**src/rtl/finger_count_tally.sv**
```systemverilog
// Stability filter and saturating tally for finger-count decoder results.
// Optional FC_TALLY_MAXHOLD_EN adds max_value, the largest count committed since rst/clr.
module finger_count_tally #(
    parameter int unsigned STABLE_N = 3,
    parameter int unsigned TOT_W    = 12,
    parameter int unsigned ERR_W    = 8
) (
    input  logic             clk,
    input  logic             rst,
    input  logic             clr,
    input  logic             in_valid,
    input  logic [3:0]       in_result,
    output logic             commit,
    output logic [3:0]       commit_value,
    output logic [TOT_W-1:0] total,
    output logic             total_sat,
    output logic [ERR_W-1:0] err_cnt,
`ifdef FC_TALLY_MAXHOLD_EN
    output logic [3:0]       max_value,
`endif
    output logic             busy
);

    typedef enum logic [1:0] {StIdle, StTrack, StHold} state_e;

    localparam logic [3:0]  StableN = 4'(STABLE_N);
    localparam int unsigned SumW    = TOT_W + 1;

    state_e          state_q, state_d;
    logic [3:0]      cand_q, cand_d;
    logic [3:0]      run_q, run_d;
    logic            legal, error, do_commit;
    logic [SumW-1:0] sum;

    always_comb begin
        legal     = in_valid && (in_result >= 4'd1) && (in_result <= 4'd10);
        error     = in_valid && !legal;
        state_d   = state_q;
        cand_d    = cand_q;
        run_d     = run_q;
        do_commit = 1'b0;
        if (error) begin
            state_d = StIdle;
            run_d   = '0;
        end else if (legal) begin
            case (state_q)
                StIdle: begin
                    cand_d = in_result;
                    run_d  = 4'd1;
                    if (StableN == 4'd1) begin
                        do_commit = 1'b1;
                        state_d   = StHold;
                    end else begin
                        state_d = StTrack;
                    end
                end
                StTrack: begin
                    if (in_result == cand_q) begin
                        run_d = run_q + 4'd1;
                        if (run_d == StableN) begin
                            do_commit = 1'b1;
                            state_d   = StHold;
                        end
                    end else begin
                        cand_d = in_result;
                        run_d  = 4'd1;
                    end
                end
                StHold: begin
                    // A held value never recommits; only a change starts a new run.
                    if (in_result != cand_q) begin
                        cand_d = in_result;
                        run_d  = 4'd1;
                        if (StableN == 4'd1) begin
                            do_commit = 1'b1;
                        end else begin
                            state_d = StTrack;
                        end
                    end
                end
                default: state_d = StIdle;
            endcase
        end
        sum = {1'b0, total} + SumW'(cand_d);
    end

    always_ff @(posedge clk) begin
        if (rst) begin
            state_q      <= StIdle;
            cand_q       <= '0;
            run_q        <= '0;
            commit       <= 1'b0;
            commit_value <= '0;
            total        <= '0;
            total_sat    <= 1'b0;
            err_cnt      <= '0;
            busy         <= 1'b0;
        end else begin
            state_q <= state_d;
            cand_q  <= cand_d;
            run_q   <= run_d;
            commit  <= do_commit;
            busy    <= (state_d != StIdle);
            if (do_commit) begin
                commit_value <= cand_d;
            end
            if (clr) begin
                total     <= '0;
                total_sat <= 1'b0;
            end else if (do_commit) begin
                if (sum[TOT_W]) begin
                    total     <= '1;
                    total_sat <= 1'b1;
                end else begin
                    total <= sum[TOT_W-1:0];
                end
            end
            if (clr) begin
                err_cnt <= '0;
            end else if (error && (err_cnt != '1)) begin
                err_cnt <= err_cnt + ERR_W'(1);
            end
        end
    end

`ifdef FC_TALLY_MAXHOLD_EN
    always_ff @(posedge clk) begin
        if (rst) begin
            max_value <= '0;
        end else if (clr) begin
            max_value <= do_commit ? cand_d : 4'd0;
        end else if (do_commit && (cand_d > max_value)) begin
            max_value <= cand_d;
        end
    end
`endif

endmodule

```
**config.mk**
```make
export PLATFORM = sky130hd
export DESIGN_NAME = finger_count_tally
export DESIGN_NICKNAME = d
export VERILOG_FILES = /design/src/rtl/finger_count_tally.sv
export SDC_FILE = /design/constraint.sdc
export NUM_CORES = 1
export LEC_CHECK = 0
export BUFFER_PORTS_ARGS = -buffer_cell sky130_fd_sc_hd__buf_2
export CAP_MARGIN = 20
export CORE_MARGIN = 4
export CORE_UTILIZATION = 45
export DETAILED_ROUTE_END_ITERATION = 7
export PLACE_DENSITY = 0.66
export SYNTH_ARGS = -nofsm -noshare
export SYNTH_HDL_FRONTEND = slang
export SYNTH_SLANG_ARGS = --single-unit
```
**constraint.sdc**
```tcl
create_clock -name clk -period 6.3 [get_ports clk]
set_input_delay 1.26 -clock clk [delete_from_list [all_inputs] [get_ports clk]]
set_output_delay 1.26 -clock clk [all_outputs]
set_load 0.01 [all_outputs]
```
# Word level (Yosys, flattened, before mapping)
# Cells that the tools add are included.
dict set report word_totals {
  regBits 37
  in_bits 8
  output_inout_bits 27
  elab_cells 53
}
dict set report classes {
  n_addsub 3
  order_cmp 2
  n_eq_ne 7
  mux 20
  n_reduce_logical 12
}
# operator n
set ops {}
lappend ops {{4-bit 2-to-1 mux} 6}
lappend ops {{4-bit one-hot mux with 3 select lines} 2}
lappend ops {{12-bit by 4-bit adder with 13-bit output} 1}
lappend ops {{12-bit 2-to-1 mux} 1}
lappend ops {{2-bit 2-to-1 mux} 5}
lappend ops {{8-bit by 1-bit adder with 8-bit output, second input constant} 1}
lappend ops {{8-bit inequality test, second input constant} 1}
lappend ops {{2-bit one-hot mux with 3 select lines} 1}
lappend ops {{1-bit 2-to-1 mux} 5}
lappend ops {{4-bit by 1-bit adder with 4-bit output, second input constant} 1}
lappend ops {{4-bit by 2-bit equality test with 1-bit output, second input constant} 1}
lappend ops {{4-bit equality test} 1}
lappend ops {{4-bit by 1-bit greater-or-equal comparator with 1-bit output, second input constant} 1}
lappend ops {{4-bit less-or-equal comparator, second input constant} 1}
lappend ops {{1-bit logical AND} 4}
lappend ops {{4-bit inequality test} 1}
lappend ops {{2-bit OR reduction} 2}
lappend ops {{3-bit AND reduction} 1}
lappend ops {{3-bit nonzero test} 1}
lappend ops {{2-bit by 1-bit equality test with 1-bit output, second input constant} 1}
lappend ops {{2-bit equality test, second input constant} 1}
lappend ops {{2-bit logical NOT} 1}
lappend ops {{2-bit inequality test, second input constant} 1}
lappend ops {{2-bit AND reduction} 1}
lappend ops {{2 further kinds} 2}

# Longest topological paths before layout
# Gate-level depths: netlist of the first run.
dict set report logic_depth {
  ltp_word 8
  depth_mapped 14
  depth_no_buf 12
}

# Worst setup path before layout of the first run
# OpenSTA, ideal clock, no wires.
dict set report synth_timing {
  kind {input port to flip-flop}
  start {input port in_result[3]}
  end {register total[11]}
  setup_time_ps 70
  arrival_time_ps 3941
  required_ps 6230
  slack_ps 2289
  cell_stages 14
  path_buffers 2
  path_cell_list {buf_6 -> o41ai_4 -> a211oi_2 -> mux2i_1 -> inv_1 -> ha_1 -> inv_1 -> fa_1 -> nand2b_1 -> o2bb2ai_1 -> or3_1 -> clkbuf_1 -> a41o_1 -> a21oi_1}
}
dict set report synth_via {
  elab_chain_cells 8
  word_cells_on_any_way 19
  cone_classes {add/sub (1); order compare (2); eq/ne (2); mux (10); reduce/logical (4)}
}
# element line_no
set synth_rtl {}
lappend synth_rtl {{start: declaration} 12} ;# input logic [3:0] in_result,
lappend synth_rtl {{4-bit by 1-bit greater-or-equal comparator with 1-bit output} 36} ;# legal = in_valid && (in_result >= 4'd1) && (in_result <= 4'd10);
lappend synth_rtl {{1-bit logical AND (2 in a row)} 36}
lappend synth_rtl {{1-bit logical NOT} 37} ;# error = in_valid && !legal;
lappend synth_rtl {{1-bit logical AND} 37}
lappend synth_rtl {{4-bit 2-to-1 mux (*)} 42} ;# if (error) begin
lappend synth_rtl {{net cand_d[0]} 30} ;# logic [3:0] cand_q, cand_d;
lappend synth_rtl {{12-bit by 4-bit adder with 13-bit output (*)} 84} ;# sum = {1'b0, total} + SumW'(cand_d);
lappend synth_rtl {{12-bit 2-to-1 mux (*)} 111} ;# if (sum[TOT_W]) begin
lappend synth_rtl {{end signal: assignment} 115} ;# total <= sum[TOT_W-1:0];
lappend synth_rtl {{end: declaration} 15} ;# output logic [TOT_W-1:0] total,
# Mark *: on every way through the listed nets, which the timed path passes. The rest lies on a longest branch.
# A chain may end at the register's enable or synchronous reset.

# Worst setup path in the final report of the first run
dict set report layout_timing {
  start {input port in_result[1]}
  end {register total[11]}
}
# Same word-level chain as after synthesis.

==> qor.txt, run 1 <==
area leader, netlist: dfxtp_1
Via density: 5.60
cell at the root of the clock tree: clkbuf_8
routed length on met1: 2.02 mm
wire length on met3: 241 µm
family with the most delay on the worst path: compound AO/OA/AOI/OAI gates
vias: 1703
Switching Fraction: 23.5%
Slew @ Worst Pin: 1.01 ns
crit end category: flip-flop
GP Congestion: 0.811
max-cap violations: 0
initial antenna violation count: 0
most numerous cell on the critical path: inv_1
chip width: 74.3 µm
status: completed
Final min period: 4.10 ns
Total Routing Usage GR: 16.1%
Synth top area share: 37.5%
Reg power frac: 54.2%
Yosys reg bits: 37
final setup fails: 0
postcts setup bufs: 0
io pins: 35
Synth area leaders: dfxtp_1, nor2_1, ha_1, xor2_1, a21oi_1
Post-Place Worst Slack: 1.92 ns
dominant synthesized flop cell: dfxtp_1
post-route ant nets: 0
CTS clk-pin slew, worst paths: 0.07 ns
async set or reset register ratio after synthesis: 0%
hold_buf cts: 0
post-synthesis sequential area ratio: 37.5%
internal power consumption: 0.000338 W
post-synthesis cell type count: 49
Initial Utilization: 48.0%
final hold violation count: 0
wire per inst: 13.6 µm
crit path DAT: 4.32 ns
worst vdd rail ir drop: 0.000129 V
Hold Crit Depth: 2
Post-Syn Nets: 240
Slew Limit Fails: 0
CTS tree: yes
Cells after Synth: 224
Fmax: 244 MHz
top sig layer: met4
number of cells on the critical path: 13
Clock H-tree levels: 2
Port Buf Inserts: 34
crit path buf inv count: 3
Syn Area/Cell: 8.83 µm²
post-route setup slack: 2.20 ns
core area: 4120 µm²
largest net degree at the start of global routing: 33
clock skew: 0.00511 ns
CP Class: input port to flip-flop
Max clock buf depth: 2
combinational share of power: 8.5%
DR iter-0 viols: 81
synthesized area: 1980 µm²
total gr overflow: 0
vias in the first global route: 1544
final HPWL from detailed placement: 3.02 mm
NetSw: 0.000104 W
CP max FO: 9
PwrDens: 198 nW/µm²
RSZ-0062 raised after global routing: false
Site Rows: 23
total power: 0.000442 W
Routed WL: 4.14 mm
Slowest cell on crit path: or3_1
CP peak stage delay: 0.54 ns
Layout area overhead: 12.6%
Critical Path RT: 6.52 ns
Leakage: 0.911 nW
CP Launch Type: input port
Clk pwr share: 37.3%
crit path cell chain: buf_2 > a21o_1 > a211oi_2 > mux2i_1 > inv_1 > ha_1 > inv_1 > fa_1 > nand2b_1 > o2bb2ai_1 > or3_1 > a41o_1 > a21oi_1
met2 WL: 1.84 mm
DRC Markers: 0
most frequent cell after synthesis: dfxtp_1
Post-layout nets: 270
first-pass GRT wire length: 6.91 mm
commonest cells in the netlist: dfxtp_1, nor2_1, a21oi_1, nand3_1, inv_1
Final Cycle Share: 65.1%
Setup Total Neg Slack: 0 ns
Worst-Skew Late Latency: 0.28 ns
hold crit path type: flip-flop to flip-flop
r2r worst-path depth: 12
YS warnings: 0
cts bufs inserted: 5
Post-synth EDFFs: 0
Die H: 74.3 µm
first drt pass iteration count: 4
die area: 5520 µm²
Inserted Diodes: 0
CTS sink cnt: 37
worst rel slew slack: 32.9%
share of layout cells above drive strength 1: 17.7%
Resized Gates After CTS: 0
==> cell usage in the layout, fill, tap and decap left out, drive strengths merged, types with 5 or more instances in the layout <==
master,synthesis,final
clkbuf,4,7
a21oi,12,12
o21ai,8,8
nand4,5,5
ha,7,7
mux2i,5,5
a211oi,7,7
xor2,7,7
buf,7,34
inv,10,10
a311oi,6,6
dfxtp,37,37
nand2,9,9
nand3,13,13
nor2,29,29
==> tightest hold or removal path: cells and delay by family, from the launching register on <==
family | cells | cell delay (ns)
compound gates | 1 | 0.04
flops | 1 | 0.33
simple gates | 1 | 0.07
==> per-stage QoR <==
stage               std cells  hold slack, ns  utilization [%]  area (µm²)
finish                    304           0.473             54.1        2230
floorplan                 224           0.471                -        1980
global placement          297           0.458             52.0        2140
detailed placement        297           0.462             52.0        2140
global route              304           0.523             54.1        2230
CTS                       304           0.480             54.1        2230
==> sequential cells by signal, indices dropped and copies added, names as in the netlist <==
name	cells
total	12
cand_q	4
run_q	4
busy	1
commit_value	4
commit	1
err_cnt	8
total_sat	1
state_q	2
==> logic make-up after synthesis <==
family          after synthesis  share of synthesized area (%)
fa+ha+maj                     8                           5.44
buf+inv                      21                           5.44
xor+xnor                     11                           4.87
compound gates               55                           20.7
flops                        37                           37.5
mux                           5                           2.53
simple gates                 87                           23.5
==> worst paths after layout <==
path / start / slack (ns) / end
worst max-delay path: in_result[1] / 2.20 / total[11]
worst min-delay path: total_sat / 0.47 / total_sat
worst max register to register: state_q[1] / 3.05 / total[11]
worst min register to register: total_sat / 0.47 / total_sat
==> power by group through the flow <==
| stage | clock, W | sequential (W) | combinational (W) |
|---|---|---|---|
| floorplan | 0 | 0.000245 | 0.0000287 |
| global placement | 0 | 0.000245 | 0.0000373 |
| detailed placement | 0 | 0.000245 | 0.0000378 |
| CTS | 0.000170 | 0.000239 | 0.0000379 |
| global route | 0.000181 | 0.000240 | 0.0000419 |
| finish | 0.000165 | 0.000240 | 0.0000375 |
==> layer usage <==
metal | global-route usage, % | vias to the layer above
met5 | 0 | -
met4 | 5.14 | 0
met3 | 5.68 | 4
met2 | 25.0 | 42
met1 | 21.0 | 775
li1 | - | 882
==> cell type report <==
type                    count  area [µm²]
inverters                  10        37.5
flip-flops and latches     37         741
fillers                   406        1890
repair buffers             34         170
well taps                  50        62.6
multi-input cells         166        1130
clock buffers               7        86.3
(Power assumes the default switching activity.)
==> run 2: changes to the inputs <==
==> constraint.sdc (replaced) <==
create_clock -name clk -period 4.12 [get_ports clk]
set_input_delay 0.824 -clock clk [delete_from_list [all_inputs] [get_ports clk]]
set_output_delay 0.824 -clock clk [all_outputs]
set_load 0.01 [all_outputs]
==> run 2 against run 1 <==
Net effect: final area is 2.8% higher; combinational power is 55% higher; non-clock buffer count is 2 higher; sequential cell count stayed put; first-iteration DRC count is 16% lower; via count is 0.41% higher; largest cell class unchanged; register-to-register slack worse by 1.9 ns; global-route usage is 0.58 points higher; power is 82% higher.
==> qor.txt, run 2 (synthesis results as in run 1) <==
crit path DAT: 3.69 ns
Hold EP: total_sat
GP Congestion: 0.781
CP Class: input port to flip-flop
flop2flop setup slack: 1.16 ns
reg-to-reg endpoint: total[11]
DR iter-0 viols: 68
RR Startpoint: state_q[1]
Total Routing Usage GR: 16.7%
Setup Total Neg Slack: 0 ns
cell at the root of the clock tree: clkbuf_8
vias: 1710
Reg power frac: 45.6%
hold crit path type: flip-flop to flip-flop
max reg flops: 12
wire per inst: 13.2 µm
PwrDens: 350 nW/µm²
first-pass GRT wire length: 7.27 mm
die area: 5520 µm²
Clock H-tree levels: 2
share of layout cells above drive strength 1: 19.1%
CP max FO: 9
clock skew: 0.00807 ns
Die H: 74.3 µm
Layout area overhead: 15.8%
max-cap violations: 0
most numerous cell on the critical path: inv_1
Largest regs: total: 12 flops, err_cnt: 8 flops
CP peak stage delay: 0.54 ns
Hold Crit Depth: 2
final setup fails: 0
number of cells on the critical path: 13
largest net degree at the start of global routing: 33
hold path start: total_sat
Resized Gates After CTS: 0
io pins: 35
final hold violation count: 0
internal power consumption: 0.000625 W
most common cell after layout, fill and taps aside: dfxtp_1
vias in the first global route: 1574
worst vdd rail ir drop: 0.000214 V
r2r worst-path depth: 11
CTS sink cnt: 37
Critical Path RT: 4.35 ns
RSZ-0062 raised after global routing: false
status: completed
Initial Utilization: 48.0%
layer carrying the most global-route usage: met2
routing usage on met2: 25.0%
Fillers: 404
crit path cell chain: buf_2 > o41ai_4 > a211oi_2 > mux2i_1 > inv_1 > ha_1 > inv_1 > fa_1 > nand2b_1 > o2bb2ai_1 > or3_1 > a41o_1 > a21oi_1
Site Rows: 23
crit path buf inv count: 3
CTS clk-pin slew, worst paths: 0.08 ns
post-route ant nets: 0
total power: 0.000802 W
Max clock buf depth: 2
Leakage: 0.945 nW
NetSw: 0.000177 W
Post-layout nets: 272
Fmax: 289 MHz
total gr overflow: 0
Final min period: 3.46 ns
Via density: 5.57
Final Cycle Share: 84.0%
first drt pass iteration count: 4
Slew Limit Fails: 0
postcts setup bufs: 0
combinational share of power: 7.3%
cts bufs inserted: 5
Inserted Diodes: 0
Clk pwr share: 47.1%
post-route setup slack: 0.660 ns
most frequent cells in the layout: dfxtp_1, buf_2, nor2_1
hold_buf cts: 0
Slowest cell on crit path: or3_1
CP Launch Type: input port
met3 Track Usage GR: 4.32%
Slew @ Worst Pin: 0.519 ns
core area: 4120 µm²
Switching Fraction: 22.1%
final HPWL from detailed placement: 2.99 mm
Routed WL: 4.06 mm
met1 Usage GRT: 22.9%
Port Buf Inserts: 34
worst rel slew slack: 65.0%
Worst-Skew Late Latency: 0.29 ns
family with the most delay on the worst path: compound AO/OA/AOI/OAI gates
chip width: 74.3 µm
crit end category: flip-flop
DRC Markers: 0
CTS tree: yes
initial antenna violation count: 0
Post-Place Worst Slack: 0.353 ns
Largest Register: total
run 2: worst max-delay path by stage:
stage / startpoint / end / slack [ns]
after detailed placement: in_result[3] / total[11] / 0.35
after global placement: in_result[3] / total[11] / 0.44
after floorplan: in_result[3] / total[11] / 0.55
after global routing: in_result[3] / total[5] / 0.38
after CTS: in_result[3] / total[11] / 0.66
final: in_result[3] / total[11] / 0.66
run 2: metrics by stage:
step | util (%) | instance area (µm²) | cells | hold WS (ns)
global placement | 52.4 | 2150 | 299 | 0.457
finish | 55.6 | 2290 | 307 | 0.473
detailed placement | 52.4 | 2150 | 299 | 0.460
CTS | 55.6 | 2290 | 307 | 0.482
floorplan | - | 1980 | 224 | 0.471
global route | 55.6 | 2290 | 307 | 0.521
run 2: layer usage:
layer / wire length [µm] / vias to the layer above
met5: 0 / -
met4: 70 / 0
met3: 242 / 7
met2: 1740 / 34
met1: 2000 / 786
li1: - / 883
run 2: tightest hold or removal path: cells and delay by family (launching register included):
| family | cells | cell delay [ns] |
|---|---|---|
| simple gates | 1 | 0.07 |
| compound gates | 1 | 0.04 |
| flops | 1 | 0.33 |
run 2: cell type report:
cell class	instances	area (µm²)	area share (%)
clock buffers	5	68.8	3.01
clock inverters	3	65.1	2.84
inverters	10	37.5	1.64
multi-input cells	166	1130	49.3
flip-flops and latches	37	741	32.4
well taps	50	62.6	2.73
repair buffers	36	185	8.09
run 2: power groups by stage:
stage / sequential (W) / clock, W / combinational, W
after CTS: 0.000366 / 0.000384 / 0.0000588
final: 0.000366 / 0.000378 / 0.0000582
after detailed placement: 0.000375 / 0 / 0.0000585
after global placement: 0.000375 / 0 / 0.0000580
after floorplan: 0.000374 / 0 / 0.0000438
after global routing: 0.000367 / 0.000398 / 0.0000648
==> run 3: changes to the inputs <==
--- a/config.mk
+++ b/config.mk
@@ -10,7 +10,7 @@
 export CORE_MARGIN = 4
 export CORE_UTILIZATION = 45
 export DETAILED_ROUTE_END_ITERATION = 7
-export PLACE_DENSITY = 0.66
+export PLACE_DENSITY = 0.69
 export SYNTH_ARGS = -nofsm -noshare
 export SYNTH_HDL_FRONTEND = slang
 export SYNTH_SLANG_ARGS = --single-unit
==> constraint.sdc (replaced) <==
create_clock -name clk -period 3 [get_ports clk]
set_input_delay 0.6 -clock clk [delete_from_list [all_inputs] [get_ports clk]]
set_output_delay 0.6 -clock clk [all_outputs]
set_load 0.01 [all_outputs]
==> run 3 against run 2 <==
Net effect: setup slack lost 0.50 ns; power is 19% higher; sequential power grew 38%; clock skew shrank 0.0014 ns; highest routed layer unchanged.
==> qor.txt, run 3 (synthesis results as in run 1) <==
max reg flops: 12
Inserted Diodes: 0
first drt pass iteration count: 4
Non-Filler Instances: 330
Initial Utilization: 48.0%
first-pass GRT wire length: 7.39 mm
routing usage on met2: 27.6%
CP Class: input port to flip-flop
r2r worst-path depth: 11
Hold Crit Depth: 2
post-route ant nets: 0
worst vdd rail ir drop: 0.000359 V
Largest Register: total
cell at the root of the clock tree: clkbuf_8
most frequent cells in the layout: dfxtp_1, buf_2, nor2_1
core area: 4120 µm²
Fmax: 352 MHz
Site Rows: 23
chip width: 74.3 µm
Via density: 5.60
Port Buf Inserts: 34
share of layout cells above drive strength 1: 28.6%
Hold EP: total_sat
Layout area overhead: 25.7%
hold path start: total_sat
final HPWL from detailed placement: 3.27 mm
DR iter-0 viols: 115
wire per inst: 13.7 µm
max-cap violations: 0
Post-layout nets: 295
WHS: 0.472 ns
flop2flop setup slack: 0.29 ns
DRC Markers: 0
hold crit path type: flip-flop to flip-flop
Die H: 74.3 µm
CTS tree: yes
Clock H-tree levels: 2
CP Launch Type: input port
Post-Place Worst Slack: -0.300 ns
largest net degree at the start of global routing: 33
GP Congestion: 0.800
Largest regs: total: 12 flops, err_cnt: 8 flops
Slew @ Worst Pin: 0.487 ns
final hold violation count: 0
post-route setup slack: 0.157 ns
final setup fails: 0
Final min period: 2.84 ns
Final Cycle Share: 94.8%
CTS clk-pin slew, worst paths: 0.07 ns
Total Routing Usage GR: 17.3%
Leakage: 1.04 nW
reg-to-reg endpoint: total[9]
layer carrying the most global-route usage: met2
Routed WL: 4.53 mm
met3 Track Usage GR: 5.00%
Critical Path RT: 3.21 ns
met1 Usage GRT: 22.2%
initial antenna violation count: 0
status: completed
io pins: 35
Slew Limit Fails: 0
CP max FO: 7
most common cell after layout, fill and taps aside: dfxtp_1
PwrDens: 383 nW/µm²
Worst-Skew Late Latency: 0.29 ns
vias: 1848
Setup Total Neg Slack: 0 ns
clock skew: 0.00666 ns
DP Cell Count: 320
crit path DAT: 3.05 ns
total gr overflow: 0
vias in the first global route: 1656
cts bufs inserted: 5
CTS sink cnt: 37
Max clock buf depth: 2
worst rel slew slack: 67.2%
RR Startpoint: state_q[0]
crit end category: flip-flop
die area: 5520 µm²
[run 3: changes by cell type in the layout (fill, tap and decap cells not counted), sizes merged]
cell and change:
buf +22, bufinv -2, clkbuf +1, clkinv +1
or3 +1
[run 3: worst max-delay path by stage]
stage / cells after the start / end / slack (ns) / start
5_1_grt: 15 / total[0] / -0.05 / in_result[3]
2_1_floorplan: 13 / total[11] / -0.12 / in_result[0]
6_report: 15 / total[0] / 0.16 / in_result[3]
4_1_cts: 13 / total[11] / 0.007 / in_result[0]
3_3_place_gp: 13 / total[11] / -0.22 / in_result[0]
3_5_place_dp: 13 / total[11] / -0.30 / in_result[0]
[run 3: cell type report]
class,count,area (µm²)
flip-flops and latches,37,741
well taps,50,62.6
clock inverters,2,10.0
repair buffers,58,350
multi-input cells,167,1210
inverters,10,37.5
clock buffers,6,72.6
fillers,389,1630
[run 3: per-stage QoR]
step	utilization [%]	cell area [µm²]	power, W
floorplan	-	2020	0.000578
global placement	57.1	2350	0.000618
detailed placement	57.1	2350	0.000619
CTS	59.1	2430	0.000959
global route	60.4	2480	0.000996
finish	60.4	2480	0.000952
[run 3: power breakdown]
part / internal [W] / switching, W / total [W]
Sequential: 0.000498 / 0.00000608 / 0.000504
Clock: 0.000161 / 0.000178 / 0.000339
Combinational: 0.0000514 / 0.0000586 / 0.000110
Total: 0.000710 / 0.000242 / 0.000952
[run 3: metal layers]
metal / routed length [µm] / up-vias / part of all wire, %
met3: 238 / 9 / 5.3
met4: 94 / 0 / 2.1
met2: 2040 / 44 / 45
li1: - / 935 / -
met5: 0 / - / 0
met1: 2150 / 860 / 48
[run 3: critical path, cell delays in order]
cell       delay (ns)
buf_2            0.14
o41ai_4          0.43
a211oi_4         0.08
mux2i_1          0.15
inv_1            0.08
ha_2             0.17
inv_1            0.05
fa_2             0.33
nand2b_4         0.15
o2bb2ai_4        0.14
buf_4            0.16
nor3_2           0.15
buf_4            0.15
nor2_1           0.05
a211oi_1         0.21
[run 3: repair_timing]
item                       CTS  global route
buffers inserted             0             1
resized for setup            0             9
hold buffers                 0             0
setup endpoints to repair    0            10
